$ cat config.mk
export PLATFORM = sky130hd
export DESIGN_NAME = mem_access_flat
export DESIGN_NICKNAME = d
export VERILOG_FILES = /design/src/rtl/mem_access_pkg.sv /design/src/rtl/mem_access_if.sv /design/src/rtl/mem_access.sv /design/src/flat_wrapper.sv
export SDC_FILE = /design/constraint.sdc
export NUM_CORES = 1
export LEC_CHECK = 0
export BUFFER_PORTS_ARGS = -buffer_cell sky130_fd_sc_hd__buf_2
export CAP_MARGIN = 5
export CORE_MARGIN = 5
export CORE_UTILIZATION = 40
export CTS_CLUSTER_DIAMETER = 80
export DETAILED_ROUTE_END_ITERATION = 12
export PLACE_DENSITY = 0.7
export SETUP_SLACK_MARGIN = 0.05
export SYNTH_ARGS = -nofsm -noshare
export SYNTH_HDL_FRONTEND = slang
export SYNTH_SLANG_ARGS = --single-unit
export TNS_END_PERCENT = 100
$ cat constraint.sdc
create_clock -name clk -period 5.41 [get_ports clk]
set_input_delay 1.3525 -clock clk [delete_from_list [all_inputs] [get_ports clk]]
set_output_delay 1.3525 -clock clk [all_outputs]
set_load 0.05 [all_outputs]
$ cat src/rtl/mem_access_pkg.sv
// Shared definitions for the memory-access stage: bus widths, reset level and aluop codes.
// The helpers classify memory ops and give the number of bytes each op moves.
package mem_access_pkg;

  localparam int unsigned RegWidth   = 32;
  localparam int unsigned AluOpWidth = 8;
  localparam logic        RstEnable  = 1'b1;

  typedef logic [RegWidth-1:0]   reg_bus_t;
  typedef logic [AluOpWidth-1:0] alu_op_bus_t;

  localparam alu_op_bus_t AluOpNop  = 8'h00;
  localparam alu_op_bus_t AluOpAddi = 8'h01;
  localparam alu_op_bus_t AluOpLb   = 8'h20;
  localparam alu_op_bus_t AluOpLh   = 8'h21;
  localparam alu_op_bus_t AluOpLw   = 8'h22;
  localparam alu_op_bus_t AluOpLbu  = 8'h24;
  localparam alu_op_bus_t AluOpLhu  = 8'h25;
  localparam alu_op_bus_t AluOpSb   = 8'h28;
  localparam alu_op_bus_t AluOpSh   = 8'h29;
  localparam alu_op_bus_t AluOpSw   = 8'h2a;

  // Zero for non-memory ops, so it doubles as the memory-op decode.
  function automatic logic [2:0] byte_count(alu_op_bus_t op);
    case (op)
      AluOpLb, AluOpLbu, AluOpSb: return 3'd1;
      AluOpLh, AluOpLhu, AluOpSh: return 3'd2;
      AluOpLw, AluOpSw:           return 3'd4;
      default:                    return 3'd0;
    endcase
  endfunction

  function automatic logic is_mem_op(alu_op_bus_t op);
    return byte_count(op) != 3'd0;
  endfunction

  function automatic logic is_store(alu_op_bus_t op);
    return (op == AluOpSb) || (op == AluOpSh) || (op == AluOpSw);
  endfunction

endpackage

$ cat src/rtl/mem_access_if.sv
// Byte-wide request/ack bus between the memory-access stage and the memory controller.
// The stage is master; the controller answers with a one-cycle ack carrying load data.
interface mem_access_if;
  import mem_access_pkg::*;

  logic     req;
  logic     we;
  reg_bus_t addr;
  logic [7:0] wdata;
  logic [7:0] rdata;
  logic     ack;

  modport master (output req, we, addr, wdata, input rdata, ack);
  modport slave  (input req, we, addr, wdata, output rdata, ack);

endinterface

$ cat src/rtl/mem_access.sv
// Memory-access pipeline stage: splits loads/stores into byte transfers, stalls upstream
// while busy and presents the assembled, extended load result for one cycle.
module mem_access
  import mem_access_pkg::*;
(
  input  logic         clk,
  input  logic         rst,
  input  logic [4:0]   rd_i,
  input  logic         wreg_i,
  input  reg_bus_t     wdata_i,
  input  reg_bus_t     mem_addr_i,
  input  alu_op_bus_t  aluop_i,
  input  reg_bus_t     reg2_i,
  output logic [4:0]   rd_o,
  output logic         wreg_o,
  output reg_bus_t     wdata_o,
  output logic         stall_req_o,
  mem_access_if.master mem
);

  typedef enum logic [1:0] {StIdle, StBusy, StDone} state_e;

  state_e      state_q;
  alu_op_bus_t op_q;
  reg_bus_t    reg2_q;
  logic [4:0]  rd_q;
  logic        wreg_q;
  logic [2:0]  cnt_q;
  reg_bus_t    result_q;
  logic        req_q;
  logic        we_q;
  reg_bus_t    addr_q;
  logic [7:0]  wdata_q;

  logic [2:0]  cnt_nxt;
  reg_bus_t    reg2_shift;
  logic        last_byte;
  reg_bus_t    load_data;

  assign cnt_nxt    = cnt_q + 3'd1;
  assign reg2_shift = reg2_q >> {cnt_nxt[1:0], 3'b000};
  assign last_byte  = (cnt_q == byte_count(op_q) - 3'd1);

  always_ff @(posedge clk) begin
    if (rst == RstEnable) begin
      state_q  <= StIdle;
      op_q     <= AluOpNop;
      reg2_q   <= '0;
      rd_q     <= '0;
      wreg_q   <= 1'b0;
      cnt_q    <= '0;
      result_q <= '0;
      req_q    <= 1'b0;
      we_q     <= 1'b0;
      addr_q   <= '0;
      wdata_q  <= '0;
    end else begin
      case (state_q)
        StIdle: begin
          if (is_mem_op(aluop_i)) begin
            op_q     <= aluop_i;
            reg2_q   <= reg2_i;
            rd_q     <= rd_i;
            wreg_q   <= wreg_i;
            cnt_q    <= '0;
            result_q <= '0;
            req_q    <= 1'b1;
            we_q     <= is_store(aluop_i);
            addr_q   <= mem_addr_i;
            wdata_q  <= reg2_i[7:0];
            state_q  <= StBusy;
          end
        end
        StBusy: begin
          // Request fields are only advanced on ack, so they hold steady while waiting.
          if (mem.ack) begin
            if (!is_store(op_q)) begin
              result_q[{cnt_q[1:0], 3'b000} +: 8] <= mem.rdata;
            end
            cnt_q <= cnt_nxt;
            if (last_byte) begin
              req_q   <= 1'b0;
              we_q    <= 1'b0;
              state_q <= StDone;
            end else begin
              addr_q  <= addr_q + 32'd1;
              wdata_q <= reg2_shift[7:0];
            end
          end
        end
        StDone:  state_q <= StIdle;
        default: state_q <= StIdle;
      endcase
    end
  end

  always_comb begin
    load_data = result_q;
    case (op_q)
      AluOpLb:  load_data = {{24{result_q[7]}}, result_q[7:0]};
      AluOpLh:  load_data = {{16{result_q[15]}}, result_q[15:0]};
      AluOpLbu: load_data = {24'b0, result_q[7:0]};
      AluOpLhu: load_data = {16'b0, result_q[15:0]};
      default:  load_data = result_q;
    endcase
  end

  always_comb begin
    rd_o        = '0;
    wreg_o      = 1'b0;
    wdata_o     = '0;
    stall_req_o = 1'b0;
    if (rst != RstEnable) begin
      case (state_q)
        StIdle: begin
          if (is_mem_op(aluop_i)) begin
            stall_req_o = 1'b1;
          end else begin
            rd_o    = rd_i;
            wreg_o  = wreg_i;
            wdata_o = wdata_i;
          end
        end
        StBusy: stall_req_o = 1'b1;
        StDone: begin
          rd_o = rd_q;
          if (!is_store(op_q)) begin
            wreg_o  = wreg_q;
            wdata_o = load_data;
          end
        end
        default: stall_req_o = 1'b0;
      endcase
    end
  end

  assign mem.req   = req_q;
  assign mem.we    = we_q;
  assign mem.addr  = (rst == RstEnable) ? '0 : addr_q;
  assign mem.wdata = (rst == RstEnable) ? '0 : wdata_q;

endmodule

$ cat src/flat_wrapper.sv
// flat-port wrapper written by rule: the top's interface ports become plain ports
module mem_access_flat import mem_access_pkg::*;
  (clk, rst, rd_i, wreg_i, wdata_i, mem_addr_i, aluop_i, reg2_i, rd_o, wreg_o, wdata_o, stall_req_o, mem_req, mem_we, mem_addr, mem_wdata, mem_rdata, mem_ack);
  mem_access_if mem_i ();
  input  logic clk;
  input  logic rst;
  input  logic [4:0] rd_i;
  input  logic wreg_i;
  input  reg_bus_t wdata_i;
  input  reg_bus_t mem_addr_i;
  input  alu_op_bus_t aluop_i;
  input  reg_bus_t reg2_i;
  output logic [4:0] rd_o;
  output logic wreg_o;
  output reg_bus_t wdata_o;
  output logic stall_req_o;
  output wire logic [$bits(mem_i.req)-1:0] mem_req;
  output wire logic [$bits(mem_i.we)-1:0] mem_we;
  output wire logic [$bits(mem_i.addr)-1:0] mem_addr;
  output wire logic [$bits(mem_i.wdata)-1:0] mem_wdata;
  input wire logic [$bits(mem_i.rdata)-1:0] mem_rdata;
  input wire logic [$bits(mem_i.ack)-1:0] mem_ack;
  assign mem_req = mem_i.req;
  assign mem_we = mem_i.we;
  assign mem_addr = mem_i.addr;
  assign mem_wdata = mem_i.wdata;
  assign mem_i.rdata = mem_rdata;
  assign mem_i.ack = mem_ack;
  mem_access u_core (.clk(clk), .rst(rst), .rd_i(rd_i), .wreg_i(wreg_i), .wdata_i(wdata_i), .mem_addr_i(mem_addr_i), .aluop_i(aluop_i), .reg2_i(reg2_i), .rd_o(rd_o), .wreg_o(wreg_o), .wdata_o(wdata_o), .stall_req_o(stall_req_o), .mem(mem_i));
endmodule
After elaboration in Yosys (flattened, before gate mapping)
Index checks and enable logic that the tools add are counted.
Widths: inputs -> output; s select.

storage, ports and cells
  register bits = 125
  input bits = 121
  output and inout bits = 81
  word-level logic and storage cells = 108

operators by class
  add/subtract/negate cells = 4
  equal/unequal tests = 24
  shifts and indexed selects = 3
  multiplexer cells = 47
  reduce and logical (&&, ||, !) cells = 19

operators with widths
  operator                count
  $mux 32                 10
  $pmux 32 s2             3
  $eq 8x6->1 const B      16
  $pmux 32 s4             1
  $add 32x1->32 const B   1
  $bwmux 32               1
  $mux 8                  4
  $shift 8x7->32 const A  1
  $shiftx 8x7->32         1
  $shr 32x5->8            1
  $pmux 3 s3              2
  $pmux 8 s2              1
  $mux 3                  4
  $reduce_and 4->1        3
  $reduce_or 3->1         4
  $mux 5                  2
  $pmux 5 s2              1
  $mux 1                  9
  $pmux 1 s2              4
  $neg 5->7               1
  $mux 2                  3
  $ne 2x2->1 const B      3
  $pmux 3 s2              1
  $reduce_and 3->1        2
  other kinds (13)        18

Longest topological paths before layout
  depth in word-level cells = 9
  mapped depth = 11

Least setup slack after synthesis
Ideal clock, no wire load.

  kind = input port to output port
  from = input port aluop_i[1]
  to = output port wdata_o[10]
  data arrival time = 3262 ps
  data required time = 4058 ps
  slack = 796 ps
  cell stages on the path = 7
  buffers on the path = 2
  path through = o21ai_0 a31oi_1 nor2b_1 clkbuf_1 clkbuf_1 a22oi_1 nor2_1

between the ends
  cells in the longest elaborated chain, start to end = 9
  elaborated cells between the ends (all ways) = 18
  classes of those cells = eq/ne: 8; mux: 6; reduce/logical: 4

ends and longest elaborated chain
  what                                                       line                  source
  from (decl)                                                flat_wrapper.sv:11    input alu_op_bus_t aluop_i;
  $eq 8x6->1                                                 mem_access_pkg.sv:25  case (op)
  $reduce_or 3->1 / $reduce_or 2->1 (equally long branches)  mem_access_pkg.sv:25
  $pmux 3 s3 (*)                                             mem_access_pkg.sv:25
  $mux 3 (*)                                                 mem_access.sv:114     case (state_q)
  $mux 3 (*)                                                 mem_access.sv:113     if (rst != RstEnable) begin
  $reduce_bool 3->1 (*)                                      mem_access_pkg.sv:34  return byte_count(op) != 3'd0;
  $mux 32 (*)                                                mem_access.sv:116     if (is_mem_op(aluop_i)) begin
  $pmux 32 s2 (*)                                            mem_access.sv:114
  $mux 32 (*)                                                mem_access.sv:113
  to (decl)                                                  flat_wrapper.sv:15    output reg_bus_t wdata_o;

Mark *: on every way between the ends. The rest lies on a longest branch, timed or not. The select of a mux whose other input is x is not followed.

Worst setup path in the final report
  from = input port aluop_i[7]
  to = output port wdata_o[3]

Same word-level chain as after synthesis.

==> run_results.csv <==
group,metric,value,unit
yosys,list_of_most_frequent_post_synthesis_cells,"nand2_1 (134), dfxtp_1 (125), a21oi_1 (108)",
yosys,synth_seq_area_share,35.35,%
timing,layout_min_cycle_time,4.680,ns
critical_path,critPathKind,"in2out",
critical_path,cp-end-kind,"output pin",
drt,detail_route.drc_violations,0,
critical_path,timing.critical_path.max_delay_family,"simple AND/OR/NAND/NOR gates",
timing,number_of_setup_violations_in_the_final_report,0,
timing,timing.fmax,0.2137,GHz
critical_path,cp_slowest_cell,"nor4b_1",
die,die_area,20460,µm²
critical_path,crit_required,4.06,ns
global_routing,grt_use_total,21.01,%
die,dieHeight,143.0,µm
die,die_width,143.0,µm
clock_tree,cts.repair_timing.setup_buffer_count,0,
critical_path,path_max_fanout,33,
drt,detail_route.vias_per_cell,5.622,
global_routing,first_global_vias,6906,
drt,ant_nets,0,
critical_path,cpMostUsedCell,"buf_2",
die,io-pin-count,202,
yosys,cells_after_synth,933,
clock_tree,post_cts_hold_buffer_count,0,
critical_path,timing.critical_path.buf_inv,3,
global_routing,grt_antenna_before_repair,0,
power_and_ir_drop,power,2.275,mW
timing,timing.clock.skew,0.01146,ns
die,rows,48,
layout,finalCoreUtilization,50.36,%
yosys,synth_async_sr_flop_share,0,%
status,outcome,"completed",
hold_path,timing.hold.worst.start,"u_core.reg2_q[18]",
timing,timing.max_slew.rel_slack,27.30,%
drt,total_via_count_in_the_routed_design,7461,
layout,final_layout_size_suffix_gt1_share,24.50,%
layout,antennaDiodeCount,0,
drt,wire_per_inst,16.60,µm
die,design.core.area,17360,µm²
clock_tree,path_clk_slew,0.06,ns
yosys,number_of_synthesized_register_bits,125,
yosys,synth_area_leaders,"dfxtp_1 (35%), a21oi_1 (7.6%), nand2_1 (7.1%)",
timing,report.final.hold_viol_count,0,
critical_path,capture_instance_of_the_worst_register_to_register_path,"u_core.addr_q[1]",
clock_tree,clock_tree_from_tritoncts,"built",
critical_path,critical_path.max_stage_delay,0.54,ns
place,port_buffers,201,
clock_tree,cts_resized,0,
place,hpwlAfterDp,15240,µm
yosys,synth_ff_type,"dfxtp_1",
timing,slew_violations,0,
drt,routed_wl,22030,µm
clock_tree,clock_sinks,125,
critical_path,timing.reg2reg.setup_slack,1.91,ns
layout,num-nets-final,1216,
yosys,ys_warn_count,0,
power_and_ir_drop,vdd_ir_drop_max,194.7,µV
critical_path,ff2ff_path_depth,9,
clock_tree,clock_insertion_delay_at_the_later_pin_of_the_skew_report,0.42,ns
drt,drt-initial-drc-count,537,
critical_path,timing.rr.start,"u_core.op_q[0]",
drt,detail_route.first_pass.iterations,5,
yosys,synth_top_cell_area_share,35.35,%
timing,post-route-period-util,86.50,%
yosys,synth_enable_flop_cells,0,
clock_tree,cts_buffers,17,
yosys,mappedNetlistArea,7079,µm²
place,gp_congestion,0.8528,
clock_tree,cts.path.max_buffers,2,
yosys,average_instance_area_after_synthesis,7.588,µm²
global_routing,global_route_wire_length_before_repair,35200,µm
timing,unrepaired_setup_endpoints_after_global_routing,"no",
yosys,synth_most_common_cell,"nand2_1",
layout,area_growth,23.47,%
power_and_ir_drop,p_leak,3.576,nW
yosys,synth_fp_nets,1060,
critical_path,worst_ep_arrival_time,3.33,ns
yosys,yosys.cell_types.count,61,
timing,worst_slew_pin_slew,1.081,ns
power_and_ir_drop,cellPowerDensity,260.2,nW/µm²
hold_path,holdPathEnd,"u_core.reg2_q[18]",
critical_path,worst_setup_path_start_kind,"input port",
critical_path,worstPathCellList,"buf_2 -> nor4b_1 -> a31oi_1 -> nor2b_2 -> buf_4 -> a22oi_1 -> nor2_1 -> buf_2",
run,drv.max_cap_violation_count,0,
global_routing,globalRouteOverflowTotal,0,
timing,fin_setup_tns,0,ns
clock_tree,root_buffer_cell,"clkbuf_16",
die,floorplan.initialDensity,40.79,%
clock_tree,htree_levels,4,
global_routing,grt_start_max_net_pins,117,
yosys,synthDominantAreaCellType,"dfxtp_1",
hold_path,holdCritPathClass,"reg2reg",
hold_path,timing.hold.worst_path_depth,2,
## metrics by stage
stage,hold WS (ns),instance area [µm²],std cells,setup WS (ns)
final,0.4508,8741,1327,0.7301
after floorplan,0.4331,7079,933,0.7955
after global routing,0.4746,8741,1327,0.4190
after detailed placement,0.4440,8197,1295,0.7272
after global placement,0.4407,8197,1295,0.7692
after CTS,0.4527,8741,1327,0.7361
## cell type report
type / instances / area (µm²)
clock buffer: 18 / 429.2
clock inverter: 14 / 115.1
fill: 1735 / 8616
inverter: 18 / 67.56
multi-input combinational: 710 / 4204
sequential: 125 / 2502
tap: 225 / 281.5
timing repair buffer: 217 / 1141
## cell usage in the layout (no fill, tap or decap), types with 5 or more instances in the layout
cell type and n:
buf_2 200, nand2_1 134, dfxtp_1 125, a21oi_1 108, nor2_1 86, nand3_1 50, nand2b_1 32, nor2b_1 31
a22oi_1 27, a211oi_1 19, inv_1 18, clkbuf_16 17, a2bb2oi_1 16, buf_4 16, a31oi_1 14, nand4_1 13
o32ai_1 13, and3_1 11, a21o_1 11, nor3_1 10, mux2i_1 9, o21ai_0 8, mux4_2 8, nor4_1 8
o31a_1 7, and2_1 7, o31ai_1 7, clkinv_4 7, ha_1 6, nor4b_1 5, and4_1 5
## state kept, by name, indices dropped and copies added (netlist names)
register         cells
u_core.rd_q          5
u_core.mem.req       1
u_core.wreg_q        1
u_core.state_q       2
u_core.reg2_q       32
u_core.op_q          8
u_core.result_q     32
u_core.mem.we        1
u_core.addr_q       32
u_core.cnt_q         3
u_core.wdata_q       8
## per-layer routing
| layer | GRT usage (%) | up-vias | routed length [µm] | part of all wire [%] |
|---|---|---|---|---|
| li1 | - | 3694 | - | - |
| met1 | 30.18 | 3440 | 10060 | 46 |
| met2 | 32.05 | 304 | 9983 | 45 |
| met3 | 4.555 | 23 | 1743 | 7.9 |
| met4 | 5.553 | 0 | 246 | 1.1 |
| met5 | 0 | - | 0 | 0 |
## logic make-up (layout without fill, tap and decap cells)
family                     count (synthesis)  count (layout)  synth area share (%)
and+or+nand+nor                          417             417                 28.74
AOI/OAI and AO/OA                        267             267                 25.20
DFF                                      125             125                 35.35
buffers and inverters                     98             267                 5.426
muxes                                     18              18                 3.977
adders and majority gates                  6               6                 1.060
xor gates and xnor gates                   2               2                0.2475
## where the power goes
part           total [mW]  internal [mW]  switching, mW
sequential          0.945          0.933         0.0116
clock                1.04          0.592          0.448
combinational       0.289         0.0953          0.194
total                2.27           1.62          0.654
## worst max path at each step
stage                from          end  slack [ns]  cells after the start
2_1_floorplan  aluop_i[1]  wdata_o[10]        0.80                      7
3_3_place_gp   aluop_i[7]   wdata_o[3]        0.77                      8
4_1_cts        aluop_i[7]   wdata_o[3]        0.74                      8
3_5_place_dp   aluop_i[7]   wdata_o[3]        0.73                      8
6_report       aluop_i[7]   wdata_o[3]        0.73                      8
5_1_grt        aluop_i[7]   wdata_o[3]        0.42                      8
## worst min-delay path, delay by kind of cell (launching register included)
| family | cells | cell delay [ns] |
|---|---|---|
| AOI/OAI and AO/OA | 1 | 0.05 |
| DFF | 1 | 0.31 |
| and+or+nand+nor | 1 | 0.05 |
Note: power is estimated with default switching activity, not from simulation.
